<file path="src/rtl/alu_pkg.sv">
// alu_pkg: shared definitions for the integer ALU and the two-port ALU arbiter.
//   - ALU_W        : datapath width of the integer ALU (fixed at 32)
//   - alu_op_t     : 4-bit opcode encodings of the ten legal operations
//   - arb_state_t  : arbiter FSM state encoding
//   - alu_op_legal : 1 when an opcode is one of the legal encodings
package alu_pkg;

    localparam int ALU_W = 32;

    typedef enum logic [3:0] {
        ALU_ADD  = 4'b0000,
        ALU_SLL  = 4'b0001,
        ALU_SLT  = 4'b0010,
        ALU_SLTU = 4'b0011,
        ALU_XOR  = 4'b0100,
        ALU_SRL  = 4'b0101,
        ALU_OR   = 4'b0110,
        ALU_AND  = 4'b0111,
        ALU_SUB  = 4'b1000,
        ALU_SRA  = 4'b1101
    } alu_op_t;

    typedef enum logic [1:0] {
        ST_IDLE = 2'd0,
        ST_EXEC = 2'd1,
        ST_RESP = 2'd2
    } arb_state_t;

    function automatic logic alu_op_legal(input logic [3:0] op);
        logic legal;
        case (op)
            ALU_ADD, ALU_SUB, ALU_SLL, ALU_SLT, ALU_SLTU,
            ALU_XOR, ALU_SRL, ALU_SRA, ALU_OR, ALU_AND: legal = 1'b1;
            default:                                    legal = 1'b0;
        endcase
        return legal;
    endfunction

endpackage

</file>
<file path="src/rtl/alu.sv">
// alu: purely combinational 32-bit integer ALU.
// Ports:
//   alu_op     in  4      opcode (alu_pkg::alu_op_t encodings)
//   operand1   in  ALU_W  first operand
//   operand2   in  ALU_W  second operand (shifts use bits [4:0] only)
//   alu_result out ALU_W  result; 0 for any illegal opcode
module alu
    import alu_pkg::*;
(
    input  logic [3:0]       alu_op,
    input  logic [ALU_W-1:0] operand1,
    input  logic [ALU_W-1:0] operand2,
    output logic [ALU_W-1:0] alu_result
);

    logic [4:0] shamt;
    logic       lt_signed;
    logic       lt_unsigned;

    always_comb begin
        shamt       = operand2[4:0];
        lt_signed   = $signed(operand1) < $signed(operand2);
        lt_unsigned = operand1 < operand2;
        alu_result  = '0;
        case (alu_op)
            ALU_ADD:  alu_result = operand1 + operand2;
            ALU_SUB:  alu_result = operand1 - operand2;
            ALU_SLL:  alu_result = operand1 << shamt;
            ALU_SLT:  alu_result = {{(ALU_W-1){1'b0}}, lt_signed};
            ALU_SLTU: alu_result = {{(ALU_W-1){1'b0}}, lt_unsigned};
            ALU_XOR:  alu_result = operand1 ^ operand2;
            ALU_SRL:  alu_result = operand1 >> shamt;
            ALU_SRA:  alu_result = $signed(operand1) >>> shamt;
            ALU_OR:   alu_result = operand1 | operand2;
            ALU_AND:  alu_result = operand1 & operand2;
            default:  alu_result = '0;
        endcase
    end

endmodule

</file>
<file path="src/rtl/alu_arbiter.sv">
// alu_arbiter: shares one combinational alu between two requesters.
// Round-robin arbitration in IDLE, one cycle of ALU evaluation in EXEC,
// result held on the owner's response channel in RESP. One op in flight.
// Ports:
//   clk, rst                      clock, synchronous active-high reset
//   reqN_valid / reqN_ready       request handshake (N = 0, 1)
//   reqN_op, reqN_a, reqN_b       opcode and operands
//   reqN_tag                      opaque tag echoed on the response
//   rspN_valid / rspN_ready       response handshake
//   rspN_result, rspN_tag         ALU result and echoed tag
//   rspN_illegal                  opcode was illegal (result forced to 0)
// Handshake: a transfer happens on a rising edge where valid and ready are
// both 1; the producer holds its payload stable while valid=1 and ready=0,
// and reqN_ready never waits on anything but arbitration and FSM state.
module alu_arbiter
    import alu_pkg::*;
#(
    parameter int DATA_W = 32,
    parameter int TAG_W  = 4
) (
    input  logic              clk,
    input  logic              rst,
    input  logic              req0_valid,
    output logic              req0_ready,
    input  logic [3:0]        req0_op,
    input  logic [DATA_W-1:0] req0_a,
    input  logic [DATA_W-1:0] req0_b,
    input  logic [TAG_W-1:0]  req0_tag,
    input  logic              req1_valid,
    output logic              req1_ready,
    input  logic [3:0]        req1_op,
    input  logic [DATA_W-1:0] req1_a,
    input  logic [DATA_W-1:0] req1_b,
    input  logic [TAG_W-1:0]  req1_tag,
    output logic              rsp0_valid,
    input  logic              rsp0_ready,
    output logic [DATA_W-1:0] rsp0_result,
    output logic [TAG_W-1:0]  rsp0_tag,
    output logic              rsp0_illegal,
    output logic              rsp1_valid,
    input  logic              rsp1_ready,
    output logic [DATA_W-1:0] rsp1_result,
    output logic [TAG_W-1:0]  rsp1_tag,
    output logic              rsp1_illegal
);

    arb_state_t        state_q,   state_d;
    logic              prio_q,    prio_d;
    logic              owner_q,   owner_d;
    logic [3:0]        op_q,      op_d;
    logic [DATA_W-1:0] a_q,       a_d;
    logic [DATA_W-1:0] b_q,       b_d;
    logic [TAG_W-1:0]  tag_q,     tag_d;
    logic [DATA_W-1:0] result_q,  result_d;
    logic              illegal_q, illegal_d;

    logic              grant_any;
    logic              grant_id;
    logic              owner_rsp_ready;
    logic [DATA_W-1:0] alu_result;

    alu u_alu (
        .alu_op     (op_q),
        .operand1   (a_q),
        .operand2   (b_q),
        .alu_result (alu_result)
    );

    // Round-robin: a lone requester always wins; on contention prio_q wins.
    always_comb begin
        grant_any = req0_valid || req1_valid;
        if (req0_valid && req1_valid) begin
            grant_id = prio_q;
        end else begin
            grant_id = req1_valid;
        end
    end

    // Gated by rst so both ready outputs are 0 for the whole reset pulse,
    // not only after the first reset edge.
    assign req0_ready = !rst && (state_q == ST_IDLE) && req0_valid && (grant_id == 1'b0);
    assign req1_ready = !rst && (state_q == ST_IDLE) && req1_valid && (grant_id == 1'b1);

    assign owner_rsp_ready = owner_q ? rsp1_ready : rsp0_ready;

    always_comb begin
        state_d   = state_q;
        prio_d    = prio_q;
        owner_d   = owner_q;
        op_d      = op_q;
        a_d       = a_q;
        b_d       = b_q;
        tag_d     = tag_q;
        result_d  = result_q;
        illegal_d = illegal_q;
        case (state_q)
            ST_IDLE: begin
                if (grant_any) begin
                    state_d = ST_EXEC;
                    owner_d = grant_id;
                    prio_d  = !grant_id;
                    op_d    = grant_id ? req1_op  : req0_op;
                    a_d     = grant_id ? req1_a   : req0_a;
                    b_d     = grant_id ? req1_b   : req0_b;
                    tag_d   = grant_id ? req1_tag : req0_tag;
                end
            end
            ST_EXEC: begin
                result_d  = alu_result;
                illegal_d = !alu_op_legal(op_q);
                state_d   = ST_RESP;
            end
            ST_RESP: begin
                // Only the owner's ready can release the result.
                if (owner_rsp_ready) begin
                    state_d = ST_IDLE;
                end
            end
            default: state_d = ST_IDLE;
        endcase
    end

    always_ff @(posedge clk) begin
        if (rst) begin
            state_q   <= ST_IDLE;
            prio_q    <= 1'b0;
            owner_q   <= 1'b0;
            op_q      <= '0;
            a_q       <= '0;
            b_q       <= '0;
            tag_q     <= '0;
            result_q  <= '0;
            illegal_q <= 1'b0;
        end else begin
            state_q   <= state_d;
            prio_q    <= prio_d;
            owner_q   <= owner_d;
            op_q      <= op_d;
            a_q       <= a_d;
            b_q       <= b_d;
            tag_q     <= tag_d;
            result_q  <= result_d;
            illegal_q <= illegal_d;
        end
    end

    assign rsp0_valid   = !rst && (state_q == ST_RESP) && (owner_q == 1'b0);
    assign rsp1_valid   = !rst && (state_q == ST_RESP) && (owner_q == 1'b1);
    assign rsp0_result  = result_q;
    assign rsp1_result  = result_q;
    assign rsp0_tag     = tag_q;
    assign rsp1_tag     = tag_q;
    assign rsp0_illegal = illegal_q;
    assign rsp1_illegal = illegal_q;

endmodule
</file>
<file path="config.mk">
export PLATFORM = sky130hd
export DESIGN_NAME = alu_arbiter
export DESIGN_NICKNAME = d
export VERILOG_FILES = /design/src/rtl/alu_pkg.sv /design/src/rtl/alu.sv /design/src/rtl/alu_arbiter.sv
export SDC_FILE = /design/constraint.sdc
export NUM_CORES = 1
export LEC_CHECK = 0
export BUFFER_PORTS_ARGS = -buffer_cell sky130_fd_sc_hd__buf_2
export CAP_MARGIN = 20
export CELL_PAD_IN_SITES_DETAIL_PLACEMENT = 1
export CELL_PAD_IN_SITES_GLOBAL_PLACEMENT = 1
export CORE_ASPECT_RATIO = 1.1
export CORE_MARGIN = 3
export CORE_UTILIZATION = 42
export CTS_CLUSTER_DIAMETER = 80
export DETAILED_ROUTE_END_ITERATION = 12
export PLACE_DENSITY_LB_ADDON = 0.1
export SLEW_MARGIN = 30
export SYNTH_ARGS = -nofsm -noshare
export SYNTH_HDL_FRONTEND = slang
export SYNTH_SLANG_ARGS = --single-unit
</file>
<file path="constraint.sdc">
create_clock -name clk -period 9.5 [get_ports clk]
set_clock_uncertainty 0.05 [all_clocks]
set_input_delay 0.95 -clock clk [delete_from_list [all_inputs] [get_ports clk]]
set_output_delay 0.95 -clock clk [all_outputs]
set_load 0.05 [all_outputs]
</file>
# Word-level counts from Yosys, hierarchy flattened
# Memory sizes are Yosys's and may differ from the RTL's. A register that Yosys moved wholly into a read port is not among the register bits.
# Cells that the tools add are included.
# word_totals
ff_bits	109
romBits	16
inputBits	150
output_inout_bits	78
wordCells	65
memories	1
# classes
add_sub_neg	2
order_cmp	2
n_eq_ne	13
shifts	3
muxes	13
n_bitwise	5
n_reduce_logical	17
# mem_list
memory	depth	word_bits	rd	rd_ports_with_merged_regs	write_ports	line_no	text
(name not given)	16	1	1	1	0	alu_pkg.sv:31	case (op)
# op_table
cell	n
$pmux 32 s10	1
$lt 32x32->1	2
$mux 32	2
$add 32x32->32	1
$and 32x32->32	1
$or 32x32->32	1
$shl 32x5->32	1
$shr 32x5->32	1
$sshr 32x5->32	1
$sub 32x32->32	1
$xor 32x32->32	1
$eq 4x3->1 const B	4
$mux 4	4
$logic_and 1x1->1	9
$eq 4x2->1 const B	2
$eq 4x4->1 const B	2
$pmux 2 s3	1
$eq 4x1->1 const B	1
$logic_not 4->1	1
$mux 2	2
$ne 2x2->1 const B	2
$reduce_and 2->1	2
$logic_not 1->1	3
$mux 1	3
5 further kinds	6

# Depth between registers and ports, before layout
# Gate-level depths: netlist of the first run.
# depth
word_depth	5
depth_mapped	15
depth_no_buf	12

# Cells and area by module
# A second synthesis of the first run with hierarchy kept.
# hier_totals
cells_unflattened	1737
area_unflattened_um2	12958.7
# by_module_without_submodules
mod	n_inst	cells_each	area_per_inst_um2	seq_area_each_um2
alu	1	1278	8734.6	0.0
alu_arbiter	1	459	4224.1	2202.1

# Least setup slack after synthesis of the first run
# No wires, ideal clock.
# synth_path
kind	input port to output port
startpoint	in rst
endpoint	out rsp0_valid
arrival_ps	2763
required_ps	8500
path_slack_ps	5737
cell_stages	2
path_cell_list	clkbuf_1 > nor4b_1
# synth_between
elab_chain_len	3
# synth_lines
element	line_no	text
from (decl)	alu_arbiter.sv:22	input logic rst,
$logic_not 1->1	alu_arbiter.sv:147	assign rsp0_valid = !rst && (state_q == ST_RESP) && (owner_q == 1'b0);
$logic_and 1x1->1 (2 in series)	alu_arbiter.sv:147	
to (decl)	alu_arbiter.sv:35	output logic rsp0_valid,
# No other way between the ends.

# Final worst setup path of the first run
# layout_path
startpoint	reg b_q[0]
endpoint	reg result_q[30], in the netlist rsp0_result[30]
# layout_between
elab_chain_len	2
elab_cells_between_ends	6
# layout_lines
element	line_no	text
from (decl)	alu_arbiter.sv:52	logic [DATA_W-1:0] b_q, b_d;
from (signal assigned)	alu_arbiter.sv:130	b_q <= '0;
from (signal assigned)	alu_arbiter.sv:140	b_q <= b_d;
$sub 32x32->32 (tied with other cells)	alu.sv:27	ALU_SUB: alu_result = operand1 - operand2;
$pmux 32 s10 (*)	alu.sv:25	case (alu_op)
to (signal assigned)	alu_arbiter.sv:142	result_q <= result_d;
to (decl)	alu_arbiter.sv:54	logic [DATA_W-1:0] result_q, result_d;
# Every way passes the cells marked *; elsewhere a longest branch is shown, timed or not.
# A chain may end at the register's enable or synchronous reset.

==> results.py, run 1 <==
metrics = {
    "synth": {
        "synthCells": 1692,
        "synth_nets": 1942,
        "async_reset_ff_share_pct": 0,
        "synth_edf_count": 0,
        "ys_seq_area_share_pct": 17.3,
        "ys_ff_latch": 110,
        "yosysWarnings": 0,
        "ys.flop_type": "dfxtp_1",
        "synth_area_mm2": 0.0128,
        "avgSynthCellArea_um2": 7.54,
        "ys_types": 88,
    },
    "timing": {
        "min_period_ps": 4630,
        "hold_viol_final": 0,
        "holdWs_ps": 368,
        "timing.fmax_mhz": 216,
        "slew_headroom_pct": 34.5,
        "min_period_over_period_pct": 48.7,
        "setup_viol": 0,
        "slew_violations": 0,
        "max_slew.worst_pin.slew_ps": 969,
        "rsz0062_at_grt": "no",
        "setup_tns_ps": 0,
    },
    "floorplan": {
        "io_pins": 228,
        "rows": 66,
        "die_h_um": 189,
        "start_util_pct": 42.9,
        "coreArea_mm2": 0.0297,
        "die_area_mm2": 0.0325,
        "die_x_um": 172,
    },
    "power_and_ir_drop": {
        "leakagePower_uw": 0.00587,
        "peakVddDrop_mv": 0.106,
        "power_density_mw_per_mm2": 163,
    },
    "place": {
        "place_hpwl_mm": 48.0,
        "portBuffers": 227,
        "gp_congestion": 1.04,
    },
    "clock_tree": {
        "htreeDepth": 3,
        "cts_buffers": 9,
        "hold_buffers": 0,
        "cts_setup_buffers": 0,
        "cts_tree": "built",
        "cts-root-buf": "clkbuf_16",
        "cts-resized-gates": 0,
        "clock_latency_ps": 390,
        "clk_pin_slew_ps": 100,
        "numClockSinks": 110,
        "max-clock-path-buffers": 2,
    },
    "setup_path": {
        "cp-end-kind": "flop",
        "reg2reg_from": "b_q[0]",
        "r2r-end": "rsp0_result[30]",
        "reg2reg_depth": 13,
        "ff2ff_setup_slack_ps": 4870,
        "cp_data_arrival_time_ps": 4860,
        "required_ps": 9730,
        "crit_fanout": 43,
        "start_kind": "flop",
        "setup.worst_path.class": "reg -> reg",
    },
    "min_path": {
        "holdCritPathClass": "reg -> reg",
        "hold_path_end": "rsp0_illegal",
        "holdPathStages": 1,
    },
    "global_route": {
        "grt_max_degree": 82,
        "grt_pass1_wl_mm": 91.5,
        "grt_use_total_pct": 37.3,
        "antenna_found_initial": 2,
        "grt-ovfl-total": 0,
        "grt_pass1_vias": 14193,
    },
    "detailed_routing": {
        "drtAntennaViolNets": 0,
        "first_pass_iters": 8,
        "vias": 14656,
        "drtIter0Drc": 1715,
        "wire_per_inst_um": 28.7,
        "drt_wl_total_mm": 62.4,
        "drc": 0,
        "via_per_inst": 6.75,
    },
    "outcome": {
        "status": "finished clean",
    },
    "finish": {
        "antenna_cells": 0,
        "drive_gt1_share_pct": 20.2,
        "nets": 2043,
        "areaGrowthSynthToFinish_pct": 10.9,
    },
    "job": {
        "cap_violations": 0,
    },
}
[per-layer routing]
| metal | vias up | global-route usage (%) | wire length (um) |
|---|---|---|---|
| met5 | - | 0 | 14 |
| met4 | 2 | 19.3 | 3730 |
| met3 | 187 | 7.30 | 5680 |
| met2 | 806 | 56.6 | 27300 |
| li1 | 6462 | - | - |
| met1 | 7199 | 50.1 | 25700 |
[cell type report]
| cell class | instances | area, um2 |
|---|---|---|
| Fill cell | 3770 | 15600 |
| Multi-Input combinational cell | 1306 | 9350 |
| Sequential cell | 110 | 2210 |
| Timing Repair Buffer | 268 | 1450 |
| Tap cell | 374 | 468 |
| Inverter | 98 | 368 |
| Clock buffer | 9 | 225 |
| Clock inverter | 7 | 75.1 |
[synthesized netlist by cell type (all sizes together) (24+ instances only)]
cell type | number | share of area (%)
xnor2 | 24 | 1.6
a211oi | 34 | 2.0
mux4 | 37 | 6.6
nand2 | 134 | 3.9
o21ai | 102 | 4.0
inv | 96 | 2.8
nor2 | 229 | 6.7
buf | 84 | 4.1
a222oi | 72 | 5.6
nand3 | 27 | 1.1
a21oi | 133 | 5.2
nor3 | 33 | 1.3
o211ai | 24 | 1.5
clkbuf | 94 | 2.8
mux2i | 51 | 4.0
dfxtp | 110 | 17
ha | 98 | 9.6
[layout by cell type, fill, tap and decap left out, drive strengths merged, types with 7 or more instances in the layout]
| master | instances |
|---|---|
| a211o | 8 |
| a211oi | 34 |
| a21o | 12 |
| a21oi | 133 |
| a221o | 8 |
| a221oi | 18 |
| a222oi | 72 |
| a22o | 8 |
| a22oi | 16 |
| a31oi | 18 |
| and2 | 7 |
| buf | 268 |
| clkbuf | 9 |
| dfxtp | 110 |
| ha | 98 |
| inv | 100 |
| mux2 | 14 |
| mux2i | 51 |
| mux4 | 37 |
| nand2 | 134 |
| nand2b | 17 |
| nand3 | 27 |
| nand4 | 9 |
| nor2 | 229 |
| nor2b | 10 |
| nor3 | 33 |
| nor4 | 9 |
| o211ai | 24 |
| o21a | 9 |
| o21ai | 102 |
| o21bai | 11 |
| o221ai | 8 |
| o311ai | 7 |
| o31ai | 18 |
| or3 | 9 |
| xnor2 | 24 |
[cell families after synthesis]
group,synth area share [%]
XOR/XNOR,2.06
multiplexers,11.9
AND/OR/NAND/NOR,18.1
buffers and inverters,9.77
flip-flops,17.3
AO/OA/AOI/OAI,31.0
adder cells (fa/ha/maj),9.92
[flip-flops by register name, summed over array words and instances (netlist names), named ones only]
signal        cells
rsp0_result      32
b_q              32
state_q           2
a_q              32
op_q              4
rsp0_illegal      1
prio_q            1
rsp0_tag          4
owner_q           1
[critical path, cell delays in order, from the launching register on]
cell       delay [ps]
dfxtp_2           770
buf_4             590
ha_1              340
inv_1              80
fa_1              400
nand2b_1          180
a21oi_1           260
o211ai_1          260
a2111oi_2         590
o21ai_1           260
o21a_1            270
o221ai_1          220
a31o_1            170
nand3_1            80
[where the power goes]
| group | switching (uW) | total, uW | internal, uW | leakage [uW] |
|---|---|---|---|---|
| Sequential | 90.3 | 599 | 509 | 0.000905 |
| Clock | 226 | 415 | 189 | 0.000148 |
| Combinational | 864 | 1290 | 430 | 0.00481 |
| Total | 1180 | 2310 | 1130 | 0.00587 |
[how the worst max path moves through the flow]
stage,startpoint,endpoint,slack (ps),depth (start not counted)
after floorplan,rst,rsp0_valid,5740,2
final,b_q[0],rsp0_result[30],4870,13
after detailed placement,b_q[0],rsp0_result[22],4980,13
after global placement,b_q[0],rsp0_result[22],5110,13
after CTS,b_q[0],rsp0_result[30],4950,13
after global routing,b_q[0],rsp0_result[30],4520,13
[per-stage QoR]
stage	cell area, um2	util (%)	total power [uW]	worst slack [ps]	std cells
after floorplan	12800	-	1460	5740	1692
after global placement	13800	46.6	1850	5110	2156
after detailed placement	13800	46.6	1860	4980	2156
after CTS	14100	47.6	2270	4950	2172
after global routing	14100	47.6	2420	4520	2172
final	14100	47.6	2310	4870	2172
(Power assumes the default switching activity.)
==> run 2: changes to the inputs <==
ABC_AREA = 1   (was unset)
CORE_UTILIZATION = 36   (was 42)
clock period = 4 ns   (was 9.5 ns; I/O delays follow)
==> run 2 against run 1 <==
Compared with the run above: sequential power rose by 120%; critical path depth rose by 1; clock power rose by 140%; count of clock-buffer cells in the layout rose by 2; sequential share of layout area fell by 2.4 points; worst setup slack got worse by 4400 ps; area after synthesis rose by 19%; global-route usage fell by 0.82 points; critical path type unchanged; critical endpoint is now rsp0_result[8].
==> results.py, run 2 <==
metrics = {
    "outcome": {
        "status": "finished clean",
    },
    "synth": {
        "avgSynthCellArea_um2": 5.30,
        "ys_ff_latch": 110,
        "ys_seq_area_share_pct": 14.5,
        "synth_top_cell_area_share_pct": 24.8,
        "ys_types": 47,
        "async_reset_ff_share_pct": 0,
        "synthTopCellsByArea": "nand2_1 (25%), dfxtp_1 (14%), nand3_1 (13%)",
        "synth.most_common_cell": "nand2_1",
        "synth_area_mm2": 0.0152,
        "synth_nets": 3121,
        "ys_top_cells_by_count": "nand2_1 (1006), nand3_1 (397), inv_1 (374)",
        "ys.flop_type": "dfxtp_1",
        "yosysWarnings": 0,
        "synth_top_area_cell": "nand2_1",
        "synthCells": 2871,
        "synth_edf_count": 0,
    },
    "floorplan": {
        "coreArea_mm2": 0.0415,
        "io_pins": 228,
        "die_h_um": 222,
        "rows": 78,
        "die_area_mm2": 0.0448,
        "die_x_um": 202,
        "start_util_pct": 36.7,
    },
    "timing": {
        "setup_viol": 0,
        "setup_tns_ps": 0,
        "rsz0062_at_grt": "no",
        "hold_viol_final": 0,
        "slew_violations": 0,
        "slew_headroom_pct": 35.9,
        "timing.fmax_mhz": 287,
        "min_period_ps": 3490,
        "max_slew.worst_pin.slew_ps": 958,
        "holdWs_ps": 210,
        "min_period_over_period_pct": 87.2,
    },
    "place": {
        "gp_congestion": 1.03,
        "dpl_cell_area_mm2": 0.0164,
        "portBuffers": 227,
        "place_hpwl_mm": 69.8,
    },
    "detailed_routing": {
        "drt_wl_total_mm": 84.6,
        "via_per_inst": 5.56,
        "drtIter0Drc": 1998,
        "drc": 0,
        "drtAntennaViolNets": 0,
        "vias": 19605,
        "wire_per_inst_um": 24.0,
        "first_pass_iters": 7,
    },
    "global_route": {
        "grtUsageMet3_pct": 5.89,
        "grt_use_total_pct": 36.5,
        "grt-ovfl-total": 0,
        "use_met2_pct": 56.3,
        "grtUsageMet1_pct": 49.7,
        "antenna_found_initial": 2,
        "grt_max_degree": 89,
        "grt_pass1_vias": 19053,
        "top_usage_layer": "met2",
        "grt_pass1_wl_mm": 124,
    },
    "setup_path": {
        "reg2reg_depth": 14,
        "required_ps": 4210,
        "setup.worst_path.class": "reg -> reg",
        "crit_fanout": 5,
        "start_kind": "flop",
        "cp_data_arrival_time_ps": 3690,
        "cp-end-kind": "flop",
    },
    "clock_tree": {
        "cts_buffers": 9,
        "cts_tree": "built",
        "htreeDepth": 3,
        "max-clock-path-buffers": 2,
        "cts-root-buf": "clkbuf_16",
        "cts_setup_buffers": 0,
        "hold_buffers": 0,
        "clk_pin_slew_ps": 90,
        "cts-resized-gates": 0,
        "numClockSinks": 110,
        "clock_latency_ps": 410,
    },
    "finish": {
        "layout_commonest_cell": "nand2_1",
        "nets": 3214,
        "final_design_area_no_fill_mm2": 0.0167,
        "final_cell_mix": "nand2_1 (1006), nand3_1 (397), inv_1 (371), buf_2 (227), nor2_1 (222)",
        "areaGrowthSynthToFinish_pct": 9.71,
        "antenna_cells": 0,
        "drive_gt1_share_pct": 10.9,
    },
    "power_and_ir_drop": {
        "p_seq_share_pct": 22.1,
        "p_comb_share_pct": 61.0,
        "p_sw_share_pct": 56.0,
        "p_sw_uw": 3360,
        "peakVddDrop_mv": 0.227,
        "leakagePower_uw": 0.00937,
        "power.share.clock_pct": 16.9,
        "internal_power_uw": 2640,
        "power_density_mw_per_mm2": 359,
    },
    "min_path": {
        "holdPathStages": 4,
        "holdCritPathClass": "in -> reg",
    },
    "job": {
        "cap_violations": 0,
    },
}
[run 2: changes by cell type after synthesis, sizes merged, moves of 33 or more]
cell and change:
nand3 +372, mux4 -37, nand2 +881, buf +54
mux2i -51, clkbuf -52, a222oi -72, a211oi -33
inv +293
[run 2: worst paths after layout]
check | slack (ps) | end | start
hold / removal | 210 | state_q[1] | rsp0_ready
setup reg to reg | 510 | rsp0_result[8] | a_q[0]
hold reg to reg | 350 | rsp0_illegal | flop
setup / recovery | 510 | rsp0_result[8] | a_q[0]
[run 2: layout make-up]
type | count | area (um2)
fillers | 6031 | 24800
flip-flops and latches | 110 | 2200
clock inverters | 4 | 56.3
inverters | 390 | 1470
repair buffers | 262 | 1430
multi-input cells | 2191 | 10600
clock buffers | 11 | 243
well taps | 560 | 701
[run 2: critical path, stage by stage, from the launching register on]
cell and delay [ps]:
dfxtp_1 400, inv_1 230, ha_1 340, fa_1 430, inv_1 200, nand2_1 80
nand3_1 160, nand2_1 70, nand2_1 240, xor2_1 420, nor2_1 100, nor2_1 130
nand2_1 60, o21ai_1 310, a21oi_1 110
[run 2: routing by layer]
layer  vias up  wire, um
met3       165      6850
li1       9237         -
met2       871     35700
met5         -        24
met4         4      5070
met1      9328     37000
[run 2: stage by stage]
stage	utilization, %	instances	total power (uW)	setup slack (ps)
after floorplan	-	2871	3630	1420
after global placement	39.4	3512	4840	592
after detailed placement	39.5	3512	4900	633
after CTS	40.2	3527	5920	604
after global routing	40.3	3528	6350	361
final	40.3	3528	6000	513
[run 2: cells by family (layout without fill, tap and decap cells)]
kind of cell             count (synthesis)  in the layout  share of synthesized area (%)
buffers and inverters                  570            667                           16.1
AO/OA/AOI/OAI                          379            379                           13.8
adder cells (fa/ha/maj)                100            100                           8.32
flip-flops                             110            110                           14.5
XOR/XNOR                                 5              5                          0.288
AND/OR/NAND/NOR                       1707           1707                           47.0
[run 2: power groups by stage]
stage | Clock (uW) | Combinational, uW | Sequential, uW
2_1_floorplan | 0 | 2220 | 1410
3_3_place_gp | 0 | 3500 | 1340
3_5_place_dp | 0 | 3550 | 1350
4_1_cts | 1030 | 3560 | 1330
5_1_grt | 1060 | 3950 | 1340
6_report | 1010 | 3660 | 1330
